[config.mk]
export PLATFORM = sky130hd
export DESIGN_NAME = hack_control_flat
export DESIGN_NICKNAME = d
export VERILOG_FILES = /design/src/rtl/hack_control_if.sv /design/src/rtl/hack_control.sv /design/src/flat_wrapper.sv
export SDC_FILE = /design/constraint.sdc
export NUM_CORES = 1
export LEC_CHECK = 0
export BUFFER_PORTS_ARGS = -buffer_cell sky130_fd_sc_hd__buf_4
export CORE_MARGIN = 1
export CORE_UTILIZATION = 53
export CTS_BUF_LIST = sky130_fd_sc_hd__clkbuf_4 sky130_fd_sc_hd__clkbuf_8
export CTS_CLUSTER_DIAMETER = 60
export CTS_CLUSTER_SIZE = 8
export DETAILED_ROUTE_END_ITERATION = 10
export GPL_ROUTABILITY_DRIVEN = 0
export GPL_TIMING_DRIVEN = 0
export MAX_ROUTING_LAYER = met4
export PLACE_DENSITY = 0.88
export SLEW_MARGIN = 0
export SYNTH_ARGS = -nofsm -noshare
export SYNTH_HDL_FRONTEND = slang
export SYNTH_SLANG_ARGS = --single-unit
[constraint.sdc]
create_clock -name clk -period 3.8 [get_ports clk]
set_input_delay 0.76 -clock clk [delete_from_list [all_inputs] [get_ports clk]]
set_output_delay 0.76 -clock clk [all_outputs]
set_load 0.03 [all_outputs]
[src/rtl/hack_control_if.sv]
// Bus bundle between the Hack control unit and its instruction memory, data memory and external ALU.
// The master side is the control unit; the slave side is the memories/ALU environment.
interface hack_control_if;
    logic        imem_req;
    logic [14:0] imem_addr;
    logic        imem_ack;
    logic [15:0] imem_rdata;

    logic [14:0] dmem_addr;
    logic [15:0] dmem_rdata;
    logic [15:0] dmem_wdata;
    logic        dmem_we;

    logic [15:0] alu_x;
    logic [15:0] alu_y;
    logic        zx, nx, zy, ny, f, no;
    logic [15:0] alu_out;
    logic        zr, ng;

    modport master (
        output imem_req, imem_addr,
        input  imem_ack, imem_rdata,
        output dmem_addr, dmem_wdata, dmem_we,
        input  dmem_rdata,
        output alu_x, alu_y, zx, nx, zy, ny, f, no,
        input  alu_out, zr, ng
    );

    modport slave (
        input  imem_req, imem_addr,
        output imem_ack, imem_rdata,
        input  dmem_addr, dmem_wdata, dmem_we,
        output dmem_rdata,
        input  alu_x, alu_y, zx, nx, zy, ny, f, no,
        output alu_out, zr, ng
    );
endinterface

[src/rtl/hack_control.sv]
// Hack CPU control: FETCH -> (EXEC) -> WB; A-instr takes 2 cycles, C-instr 3, plus one per ack wait cycle.
// Fetch stalls in FETCH with imem_req held until imem_ack; there is no other backpressure.
module hack_control (
    input  logic           clk,
    input  logic           rst_n,
    hack_control_if.master bus,
    output logic [14:0]    pc_out,
    output logic [15:0]    a_out,
    output logic [15:0]    d_out
);

    typedef enum logic [1:0] {
        S_FETCH = 2'd0,
        S_EXEC  = 2'd1,
        S_WB    = 2'd2
    } state_t;

    state_t      r_state;
    state_t      w_next;
    logic        r_run;
    logic [14:0] r_pc;
    logic [15:0] r_a;
    logic [15:0] r_d;
    logic [15:0] r_ir;
    logic [15:0] r_r;
    logic        r_zr;
    logic        r_ng;

    logic        w_is_c;
    logic        w_fetch;
    logic        w_jump;

    assign w_is_c  = r_ir[15];
    // r_run holds off the very first request until one edge after reset release.
    assign w_fetch = (r_state == S_FETCH) && r_run && bus.imem_ack;
    assign w_jump  = (r_ir[2] & r_ng) | (r_ir[1] & r_zr) | (r_ir[0] & ~r_ng & ~r_zr);

    always_ff @(posedge clk or negedge rst_n) begin
        if (!rst_n) begin
            r_state <= S_FETCH;
        end else begin
            r_state <= w_next;
        end
    end

    always_comb begin
        w_next = r_state;
        case (r_state)
            S_FETCH: begin
                if (w_fetch) begin
                    w_next = bus.imem_rdata[15] ? S_EXEC : S_WB;
                end
            end
            S_EXEC:  w_next = S_WB;
            S_WB:    w_next = S_FETCH;
            default: w_next = S_FETCH;
        endcase
    end

    always_ff @(posedge clk or negedge rst_n) begin
        if (!rst_n) begin
            r_run <= 1'b0;
            r_pc  <= '0;
            r_a   <= '0;
            r_d   <= '0;
            r_ir  <= '0;
            r_r   <= '0;
            r_zr  <= 1'b0;
            r_ng  <= 1'b0;
        end else begin
            r_run <= 1'b1;
            if (w_fetch) begin
                r_ir <= bus.imem_rdata;
            end
            if (r_state == S_EXEC) begin
                r_r  <= bus.alu_out;
                r_zr <= bus.zr;
                r_ng <= bus.ng;
            end
            if (r_state == S_WB) begin
                if (!w_is_c) begin
                    r_a  <= r_ir;
                    r_pc <= r_pc + 15'd1;
                end else begin
                    // Jump target and M address both use A as it was before this WB.
                    if (r_ir[5]) r_a <= r_r;
                    if (r_ir[4]) r_d <= r_r;
                    r_pc <= w_jump ? r_a[14:0] : (r_pc + 15'd1);
                end
            end
        end
    end

    assign bus.imem_req   = r_run && (r_state == S_FETCH);
    assign bus.imem_addr  = r_pc;
    assign bus.dmem_addr  = r_a[14:0];
    assign bus.dmem_wdata = r_r;
    assign bus.dmem_we    = (r_state == S_WB) && w_is_c && r_ir[3];

    assign bus.alu_x = r_d;
    assign bus.alu_y = r_ir[12] ? bus.dmem_rdata : r_a;
    assign {bus.zx, bus.nx, bus.zy, bus.ny, bus.f, bus.no} = w_is_c ? r_ir[11:6] : 6'b0;

    assign pc_out = r_pc;
    assign a_out  = r_a;
    assign d_out  = r_d;

endmodule

[src/flat_wrapper.sv]
// flat-port wrapper written by rule: the top's interface ports become plain ports
module hack_control_flat 
  (clk, rst_n, pc_out, a_out, d_out, bus_imem_req, bus_imem_addr, bus_imem_ack, bus_imem_rdata, bus_dmem_addr, bus_dmem_wdata, bus_dmem_we, bus_dmem_rdata, bus_alu_x, bus_alu_y, bus_zx, bus_nx, bus_zy, bus_ny, bus_f, bus_no, bus_alu_out, bus_zr, bus_ng);
  hack_control_if bus_i ();
  input  logic clk;
  input  logic rst_n;
  output logic [14:0] pc_out;
  output logic [15:0] a_out;
  output logic [15:0] d_out;
  output wire logic [$bits(bus_i.imem_req)-1:0] bus_imem_req;
  output wire logic [$bits(bus_i.imem_addr)-1:0] bus_imem_addr;
  input wire logic [$bits(bus_i.imem_ack)-1:0] bus_imem_ack;
  input wire logic [$bits(bus_i.imem_rdata)-1:0] bus_imem_rdata;
  output wire logic [$bits(bus_i.dmem_addr)-1:0] bus_dmem_addr;
  output wire logic [$bits(bus_i.dmem_wdata)-1:0] bus_dmem_wdata;
  output wire logic [$bits(bus_i.dmem_we)-1:0] bus_dmem_we;
  input wire logic [$bits(bus_i.dmem_rdata)-1:0] bus_dmem_rdata;
  output wire logic [$bits(bus_i.alu_x)-1:0] bus_alu_x;
  output wire logic [$bits(bus_i.alu_y)-1:0] bus_alu_y;
  output wire logic [$bits(bus_i.zx)-1:0] bus_zx;
  output wire logic [$bits(bus_i.nx)-1:0] bus_nx;
  output wire logic [$bits(bus_i.zy)-1:0] bus_zy;
  output wire logic [$bits(bus_i.ny)-1:0] bus_ny;
  output wire logic [$bits(bus_i.f)-1:0] bus_f;
  output wire logic [$bits(bus_i.no)-1:0] bus_no;
  input wire logic [$bits(bus_i.alu_out)-1:0] bus_alu_out;
  input wire logic [$bits(bus_i.zr)-1:0] bus_zr;
  input wire logic [$bits(bus_i.ng)-1:0] bus_ng;
  assign bus_imem_req = bus_i.imem_req;
  assign bus_imem_addr = bus_i.imem_addr;
  assign bus_i.imem_ack = bus_imem_ack;
  assign bus_i.imem_rdata = bus_imem_rdata;
  assign bus_dmem_addr = bus_i.dmem_addr;
  assign bus_dmem_wdata = bus_i.dmem_wdata;
  assign bus_dmem_we = bus_i.dmem_we;
  assign bus_i.dmem_rdata = bus_dmem_rdata;
  assign bus_alu_x = bus_i.alu_x;
  assign bus_alu_y = bus_i.alu_y;
  assign bus_zx = bus_i.zx;
  assign bus_nx = bus_i.nx;
  assign bus_zy = bus_i.zy;
  assign bus_ny = bus_i.ny;
  assign bus_f = bus_i.f;
  assign bus_no = bus_i.no;
  assign bus_i.alu_out = bus_alu_out;
  assign bus_i.zr = bus_zr;
  assign bus_i.ng = bus_ng;
  hack_control u_core (.clk(clk), .rst_n(rst_n), .bus(bus_i), .pc_out(pc_out), .a_out(a_out), .d_out(d_out));
endmodule
==> results by group, run 1 <==
Critical path
  • Arr. time, crit path: 1.80 ns
  • Startpoint types: flip-flop
  • CP Class: flip-flop to output port
  • Largest fanout on the critical path: 10
  • Worst Path Required: 3.04 ns
  • R2r setup slk: 2.04 ns
  • Crit. End Element: output port

Die
  • Die Y: 92.1 um
  • IO Count: 186
  • Die footprint: 8480 sq um
  • Core area: 7810 sq um
  • Initial core utilization: 0.551
  • Die width: 92.1 um
  • FP Rows: 32

Synthesis
  • Syn_area_per_cell: 11.1 sq um
  • Mapped Nets: 441
  • Post-synthesis sequential area ratio: 0.489
  • EDFF count, synth: 0
  • Yosys reg bits: 84
  • Post-synth top area cell: dfrtp_1
  • Synth top area cells: dfrtp_1 (49%), mux2_2 (12%), buf_4 (8.7%)
  • Library cells used by synthesis: 40
  • Cells after Synth: 387
  • Netlist Area Pre-Place: 4300 sq um
  • Synth async-reset ratio: 1.00
  • Post-synth top flop: dfrtp_1
  • Warnings from Yosys: 0
  • Post-synth top area share: 0.489

Global routing
  • Largest net degree at the start of global routing: 85
  • Gr usage total: 0.283
  • Initial antenna violation count: 0
  • Global-route wire length before repair: 18.1 mm
  • GRT overflow: 0
  • Vias in the first global route: 3736

Finish
  • Final net count: 637
  • Area of the multi-input gates: 1690 sq um
  • Finished Cell Area: 6050 sq um
  • Register area: 2100 sq um
  • Commonest non-fill, non-tap cell in the layout: buf_4
  • N_diodes: 0
  • Fillers: 519
  • Layout area overhead: 40.5%
  • Most frequent cells in the layout: buf_4 (235), dfrtp_1 (84), mux2_2 (47)
  • Fraction of layout cells with a size suffix above 1: 0.548

CTS
  • Setup repair bufs after CTS: 0
  • Clk sinks: 84
  • Clk root buf: clkbuf_8
  • Total CTS buffers: 9
  • H-tree Lvls: 3
  • Post-CTS sizing: 0
  • Clock buffer depth: 2
  • Clk_lat worst skew: 0.35 ns
  • Clock transition at the registers of the reported paths: 0.09 ns
  • CTS tree: built
  • Post-CTS Hold Buffers: 0

STA
  • Final period util: 0.673
  • Final Max Slew Viols: 0
  • RSZ-0062 raised after global routing: false
  • Min cycle time layout: 2.56 ns
  • Max transition margin: 0.303
  • Setup violations, final: 0
  • Final Hold Vio Count: 0
  • Highest clock rate: 391 MHz
  • Final Skew: 0.0102 ns
  • Worst-Margin Slew: 1.05 ns
  • Setup TNS: 0 ns

Power
  • Peak supply drop: 0.526 mV
  • Flop pwr share: 0.288
  • Power Internal: 0.00307 W
  • Combinational Power Share: 0.588
  • Leakage power: 2.98 nW
  • Power share of the clock group: 0.124
  • PD cells: 960 nW/um^2
  • Sw Share: 0.471
  • Switch Pwr: 0.00273 W

Place
  • Dpl hpwl: 8.40 mm
  • Port bufs: 185
  • Area of placed instances: 5820 sq um

Detailed routing
  • Via count: 3716
  • Drt total wl: 11.4 mm
  • Vias per cell: 5.39
  • DRC Markers: 0
  • Antenna Nets Post-Route: 0
  • DR iter-0 viols: 256
  • Drt wl/cell: 16.6 um
  • DR pass1 iterations: 4

Job
  • Number of max-cap violations: 0

Hold path
  • HP Class: flip-flop to flip-flop

Run status
  • Status: completed
==> per-stage QoR <==
step / worst slack [ns] / hold WS (ns) / cells / total power [W] / util
6_report: 1.24 / 0.502 / 690 / 0.00581 / 0.774
5_1_grt: 1.19 / 0.518 / 690 / 0.00606 / 0.774
4_1_cts: 1.23 / 0.498 / 690 / 0.00581 / 0.774
3_5_place_dp: 1.61 / 0.479 / 674 / 0.00509 / 0.745
3_3_place_gp: 1.65 / 0.469 / 674 / 0.00500 / 0.745
2_1_floorplan: 1.65 / 0.457 / 387 / 0.00380 / -
==> registers in the layout, indices dropped and copies added (netlist names) <==
signal                 count
u_core.r_run               1
u_core.r_ng                1
u_core.a_out              16
u_core.bus.imem_addr      15
u_core.r_state             2
u_core.r_zr                1
u_core.r_ir               16
u_core.bus.alu_x          16
u_core.bus.dmem_wdata     16
==> metal layers <==
metal / global-route usage / share of wire / up-vias
met2: 0.487 / 0.52 / 181
met4: 0.116 / 0.019 / 0
met3: 0.0365 / 0.062 / 26
met1: 0.338 / 0.40 / 1813
li1: - / - / 1696
met5: - / 0 / -
==> worst paths after layout <==
| kind | depth (start not counted) | from | end |
|---|---|---|---|
| setup reg to reg | 6 | u_core.bus.imem_addr[0] | u_core.bus.imem_addr[14] |
| setup / recovery | 4 | u_core.r_ir[12] | bus_alu_y[11] |
| min in group asynchronous | 1 | rst_n | u_core.bus.dmem_wdata[9] |
| hold / removal | 1 | u_core.r_ir[13] | u_core.r_ir[13] |
| hold reg to reg | 1 | u_core.r_ir[13] | u_core.r_ir[13] |
| max in group asynchronous | 1 | rst_n | u_core.bus.imem_addr[1] |
==> worst max-delay path, cell delays in order (launching register included) <==
cell     delay [ns]
dfrtp_1        0.32
buf_2          0.28
buf_2          0.30
mux2_2         0.37
buf_4          0.17
==> synthesized netlist by cell type, types with 3 or more instances <==
cell and number:
dfrtp_1 84, buf_4 50, mux2_2 47, a21oi_1 38, nor2_1 23, mux2_1 16
mux2i_1 15, nand2_1 15, o21ai_1 15, nand3_1 11, buf_2 10, and2_1 8
and3_1 6, inv_1 6, buf_6 5, nand4_1 3, o21ai_0 3, o22ai_1 3
==> cell families (layout without fill, tap and decap cells) <==
kind of cell | count (synthesis) | in the layout | share of synthesized area
flip-flops | 84 | 84 | 0.489
AO/OA/AOI/OAI | 71 | 71 | 0.0936
buffers and inverters | 74 | 275 | 0.120
adder cells (fa/ha/maj) | 1 | 1 | 0.00291
AND/OR/NAND/NOR | 78 | 78 | 0.0945
other | 1 | 1 | 0.000872
multiplexers | 78 | 78 | 0.200
==> power groups by stage <==
| stage | Combinational, W | Sequential, W | Clock [W] |
|---|---|---|---|
| after floorplan | 0.00165 | 0.00216 | 0 |
| after global placement | 0.00335 | 0.00165 | 0 |
| after global routing | 0.00357 | 0.00173 | 0.000756 |
| final | 0.00341 | 0.00167 | 0.000722 |
| after detailed placement | 0.00341 | 0.00168 | 0 |
| after CTS | 0.00342 | 0.00166 | 0.000724 |
==> final cells by class <==
class | instances | area share
well taps | 102 | 0.0211
clock inverters | 6 | 0.0157
flip-flops and latches | 84 | 0.348
repair buffers | 185 | 0.230
inverters | 6 | 0.00373
clock buffers | 10 | 0.0217
plain buffers | 68 | 0.0815
multi-input cells | 229 | 0.279
Note: power is estimated with default switching activity, not from simulation.
==> run 2: changes to the inputs <==
--- a/config.mk
+++ b/config.mk
@@ -5,9 +5,10 @@
 export SDC_FILE = /design/constraint.sdc
 export NUM_CORES = 1
 export LEC_CHECK = 0
+export ABC_AREA = 1
 export BUFFER_PORTS_ARGS = -buffer_cell sky130_fd_sc_hd__buf_4
 export CORE_MARGIN = 1
-export CORE_UTILIZATION = 53
+export CORE_UTILIZATION = 45
 export CTS_BUF_LIST = sky130_fd_sc_hd__clkbuf_4 sky130_fd_sc_hd__clkbuf_8
 export CTS_CLUSTER_DIAMETER = 60
 export CTS_CLUSTER_SIZE = 8
@@ -15,7 +16,7 @@
 export GPL_ROUTABILITY_DRIVEN = 0
 export GPL_TIMING_DRIVEN = 0
 export MAX_ROUTING_LAYER = met4
-export PLACE_DENSITY = 0.88
+export PLACE_DENSITY = 0.79
 export SLEW_MARGIN = 0
 export SYNTH_ARGS = -nofsm -noshare
 export SYNTH_HDL_FRONTEND = slang
==> constraint.sdc (replaced) <==
create_clock -name clk -period 2.2 [get_ports clk]
set_input_delay 0.44 -clock clk [delete_from_list [all_inputs] [get_ports clk]]
set_output_delay 0.44 -clock clk [all_outputs]
set_load 0.03 [all_outputs]
==> results by group, run 2 <==
STA
  • Setup TNS: 0 ns
  • Hold_ws: 0.253 ns
  • Worst-Margin Slew: 1.05 ns
  • RSZ-0062 raised after global routing: false
  • Min cycle time layout: 2.09 ns
  • Final Hold Vio Count: 0
  • Final period util: 0.951
  • Max transition margin: 0.300
  • Highest clock rate: 478 MHz
  • Final Skew: 0.0126 ns
  • Setup violations, final: 0
  • Final Max Slew Viols: 0

Critical path
  • Startpoint types: flip-flop
  • Largest fanout on the critical path: 10
  • Arr. time, crit path: 1.65 ns
  • Crit. End Element: output port
  • CP Class: flip-flop to output port
  • Worst Path Required: 1.76 ns

Run status
  • Status: completed

Synthesis
  • Warnings from Yosys: 0
  • Post-synthesis mux area share: 0.00250
  • Post-synth top area share: 0.467
  • Synth top area cells: dfrtp_1 (47%), nand2_1 (15%), buf_4 (8.5%)
  • Post-synth top area cell: dfrtp_1
  • Netlist Area Pre-Place: 4510 sq um
  • Post-synthesis sequential area ratio: 0.467
  • Post-synthesis xor/xnor area fraction: 0.00778
  • Largest family of logic cells by synthesized area: simple AND/OR/NAND/NOR gates
  • Syn_area_per_cell: 7.95 sq um
  • Adder-Cell Fraction of Synth Area: 0.00278
  • Synth Area in Compound Gates: 0.116
  • Simple-gate share of the synthesized area: 0.235
  • Mapped Nets: 621
  • Yosys reg bits: 84
  • Synth async-reset ratio: 1.00
  • Library cells used by synthesis: 32
  • Synth cell count leaders: nand2_1 (184), dfrtp_1 (84), inv_1 (63)
  • EDFF count, synth: 0
  • Most common cell in the netlist: nand2_1
  • Cells after Synth: 567
  • Post-synth top flop: dfrtp_1

Die
  • IO Count: 186
  • FP Rows: 36
  • Die footprint: 10400 sq um
  • Die Y: 102 um
  • Die width: 102 um
  • Initial core utilization: 0.463
  • Core area: 9730 sq um

Detailed routing
  • Drt total wl: 13.2 mm
  • Via count: 4470
  • Vias per cell: 4.97
  • Drt wl/cell: 14.7 um
  • DR pass1 iterations: 6
  • Antenna Nets Post-Route: 0
  • DR iter-0 viols: 237
  • DRC Markers: 0

Finish
  • Most frequent cells in the layout: buf_4 (236), nand2_1 (184), dfrtp_1 (84)
  • Register area: 2100 sq um
  • Commonest non-fill, non-tap cell in the layout: buf_4
  • Final net count: 817
  • Non-Filler Instances: 900
  • N_diodes: 0
  • Area of the multi-input gates: 1640 sq um
  • Fillers: 850
  • Fraction of layout cells with a size suffix above 1: 0.379
  • Layout area overhead: 39.6%

Power
  • Power share of the clock group: 0.131
  • Sw Share: 0.481
  • Combinational Power Share: 0.586
  • Power Internal: 0.00487 W
  • Flop pwr share: 0.282
  • Leakage power: 3.42 nW
  • Peak supply drop: 0.834 mV
  • Switch Pwr: 0.00452 W
  • PD cells: 1490 nW/um^2

Global routing
  • GRT overflow: 0
  • Gr usage total: 0.268
  • Initial antenna violation count: 0
  • Vias in the first global route: 4281
  • Largest net degree at the start of global routing: 85
  • Global-route wire length before repair: 20.4 mm

CTS
  • CTS tree: built
  • Post-CTS Hold Buffers: 0
  • H-tree Lvls: 3
  • Clock transition at the registers of the reported paths: 0.09 ns
  • Clk root buf: clkbuf_8
  • Setup repair bufs after CTS: 0
  • Clk_lat worst skew: 0.35 ns
  • Clk sinks: 84
  • Total CTS buffers: 9
  • Post-CTS sizing: 0
  • Clock buffer depth: 2

Place
  • Dpl hpwl: 10.2 mm
  • Dpl cells: 885
  • Port bufs: 185

Hold path
  • HP Class: primary input to async pin

Job
  • Number of max-cap violations: 0
[run 2: cell type report]
cell class,instances,share of cell area
plain buffers,70,0.0806
clock buffers,10,0.0219
clock inverters,5,0.0137
inverters,67,0.0408
multi-input cells,346,0.261
flip-flops and latches,84,0.334
well taps,133,0.0265
repair buffers,185,0.221
[run 2: cells by family (layout without fill, tap and decap cells)]
logic type,count (synthesis),in the layout
xor gates and xnor gates,4,4
and+or+nand+nor,250,250
adders and majority gates,1,1
muxes,1,1
AOI/OAI and AO/OA,89,89
other,1,1
buffers and inverters,137,337
DFF,84,84
[run 2: worst paths after layout]
path                            slack, ns                     from  cells after the start                        to
worst max-delay path                 0.11        u_core.r_state[1]                      4               bus_dmem_we
worst min-delay path                 0.25                    rst_n                      1   u_core.bus.imem_addr[3]
worst max register to register       0.70  u_core.bus.imem_addr[0]                      8   u_core.bus.imem_addr[8]
worst min register to register       0.51          u_core.r_ir[13]                      2           u_core.r_ir[13]
max in group asynchronous            1.25                    rst_n                      1  u_core.bus.imem_addr[13]
min in group clk                     0.29        bus_imem_rdata[1]                      3            u_core.r_ir[1]
[run 2: power groups by stage]
stage	registers, W	logic (W)	clock network, W
detailed placement	0.00268	0.00552	0
CTS	0.00265	0.00553	0.00125
finish	0.00265	0.00551	0.00123
floorplan	0.00343	0.00265	0
global placement	0.00264	0.00542	0
global route	0.00273	0.00587	0.00131
[run 2: critical path: stages, from the launching register on]
cell      delay, ns
dfrtp_1        0.44
nand2_4        0.17
clkbuf_1       0.41
nor3_1         0.08
buf_4          0.19
[run 2: per-stage QoR]
step | util | instance area [sq um] | worst slack, ns | total power, W
floorplan | - | 4510 | 0.340 | 0.00609
global placement | 0.623 | 6060 | 0.422 | 0.00807
detailed placement | 0.623 | 6060 | 0.392 | 0.00819
CTS | 0.646 | 6280 | 0.00121 | 0.00943
global route | 0.646 | 6290 | 0.0300 | 0.00992
finish | 0.646 | 6290 | 0.109 | 0.00939
[run 2: metal layers]
layer / vias to the layer above / wire length (um) / GRT usage
li1: 2134 / - / -
met1: 2099 / 5330 / 0.319
met2: 201 / 6600 / 0.450
met3: 36 / 836 / 0.0315
met4: 0 / 446 / 0.131
met5: - / 0 / -
==> run 3: changes to the inputs <==
--- a/config.mk
+++ b/config.mk
@@ -15,7 +15,6 @@
 export DETAILED_ROUTE_END_ITERATION = 10
 export GPL_ROUTABILITY_DRIVEN = 0
 export GPL_TIMING_DRIVEN = 0
-export MAX_ROUTING_LAYER = met4
 export PLACE_DENSITY = 0.79
 export SLEW_MARGIN = 0
 export SYNTH_ARGS = -nofsm -noshare
==> results by group, run 3 (synthesized netlist as in run 2, its figures left out) <==
Run status
  • Status: completed

Critical path
  • Family with the most delay on the worst path: buffers and inverters
  • CP bufs+invs: 2
  • CP Class: flip-flop to output port
  • FF-to-FF End: u_core.bus.imem_addr[8]
  • Crit. Startpoint: u_core.r_state[1]
  • Worst Path Required: 1.76 ns
  • CP max stage delay: 0.44 ns
  • CP max stage cell: dfrtp_1
  • Crit path depth: 4
  • Crit. End Element: output port
  • R2r startpoint: u_core.bus.imem_addr[0]
  • Arr. time, crit path: 1.66 ns
  • Startpoint types: flip-flop
  • R2R depth: 8
  • R2r setup slk: 0.70 ns
  • Critical path, cell by cell: nand2_4 -> clkbuf_1 -> nor3_1 -> buf_4
  • Crit path capture: bus_dmem_we
  • Largest fanout on the critical path: 10

Detailed routing
  • Via count: 4460
  • Drt wl/cell: 14.7 um
  • DRC Markers: 0
  • Vias per cell: 4.96
  • Antenna Nets Post-Route: 0
  • Drt total wl: 13.2 mm
  • DR pass1 iterations: 5
  • DR iter-0 viols: 234

Finish
  • Fillers: 850
  • Final net count: 817
  • N_diodes: 0
  • Register area: 2100 sq um
  • Finished Cell Area: 6290 sq um
  • Most frequent cells in the layout: buf_4 (236), nand2_1 (184), dfrtp_1 (84)
  • Commonest non-fill, non-tap cell in the layout: buf_4
  • Area of the multi-input gates: 1640 sq um
  • Layout area overhead: 39.6%
  • Fraction of layout cells with a size suffix above 1: 0.379

Job
  • Number of max-cap violations: 0

STA
  • RSZ-0062 raised after global routing: false
  • Setup violations, final: 0
  • Final period util: 0.954
  • Min cycle time layout: 2.10 ns
  • Max transition margin: 0.297
  • Highest clock rate: 477 MHz
  • Final Max Slew Viols: 0
  • Final Hold Vio Count: 0
  • Worst-Margin Slew: 1.05 ns
  • Setup TNS: 0 ns
  • Final Skew: 0.0136 ns

CTS
  • Total CTS buffers: 9
  • Clk_lat worst skew: 0.35 ns
  • H-tree Lvls: 3
  • Clk sinks: 84
  • Clk root buf: clkbuf_8
  • Clock buffer depth: 2
  • CTS tree: built
  • Clock transition at the registers of the reported paths: 0.09 ns

Global routing
  • Vias in the first global route: 4283
  • Largest net degree at the start of global routing: 85
  • GRT overflow: 0
  • Most Used Layer, Global Route: met2
  • M1 GR Usage: 0.316
  • Met2 Usage GRT: 0.452
  • Met3 usage: 0.0349
  • Initial antenna violation count: 0
  • Gr usage total: 0.260
  • Global-route wire length before repair: 20.4 mm

Die
  • Die footprint: 10400 sq um
  • Initial core utilization: 0.463
  • Die Y: 102 um
  • Die width: 102 um
  • Core area: 9730 sq um
  • FP Rows: 36
  • IO Count: 186

Place
  • Port bufs: 185
  • Dpl hpwl: 10.2 mm
  • Area of placed instances: 6060 sq um

Power
  • PD cells: 1490 nW/um^2
  • Peak supply drop: 0.833 mV
  • Leakage power: 3.42 nW
  • Power Total: 0.00940 W

Hold path
  • HP Class: primary input to async pin
run 3: cell counts in the layout (fill, tap and decap cells not counted):
No cell type changed its count.
run 3: metal layers:
layer | vias up | wire [um]
met3 | 28 | 866
met5 | - | 0
met1 | 2097 | 5330
li1 | 2133 | -
met4 | 0 | 400
met2 | 202 | 6640
run 3: timing repair:
item | in CTS | in global routing
gates resized for setup | 0 | 6
endpoints found under the setup margin | 0 | 8
buffers inserted | 0 | 0
hold buffers | 0 | 0
run 3: per-stage QoR:
stage	util	instances	worst slack, ns	hold slack (ns)
after CTS	0.646	900	0.00121	0.280
final	0.646	900	0.102	0.252
after global routing	0.646	900	0.0300	0.283
after global placement	0.623	885	0.422	0.464
after detailed placement	0.623	885	0.392	0.486
after floorplan	-	567	0.340	0.144
run 3: worst min path at each step:
stage,from,endpoint,cells past startpoint
finish,rst_n,u_core.bus.imem_addr[3],1
global route,bus_imem_rdata[4],u_core.r_ir[4],3
CTS,bus_imem_rdata[1],u_core.r_ir[1],3
detailed placement,u_core.r_ir[13],u_core.r_ir[13],2
global placement,u_core.r_ir[14],u_core.r_ir[14],2
floorplan,rst_n,u_core.a_out[0],0
run 3: report_power, final:
group	internal (W)	switching, W
Combinational	0.00214	0.00336
Sequential	0.00206	0.000591
Clock	0.000671	0.000569
Total	0.00487	0.00452
run 3: layout make-up:
type                       count  area share
tap                          133      0.0265
inverter                      67      0.0408
timing repair buffer         185       0.221
clock inverter                 5      0.0137
multi-input combinational    346       0.261
sequential                    84       0.334
buffer                        70      0.0806
clock buffer                  10      0.0219
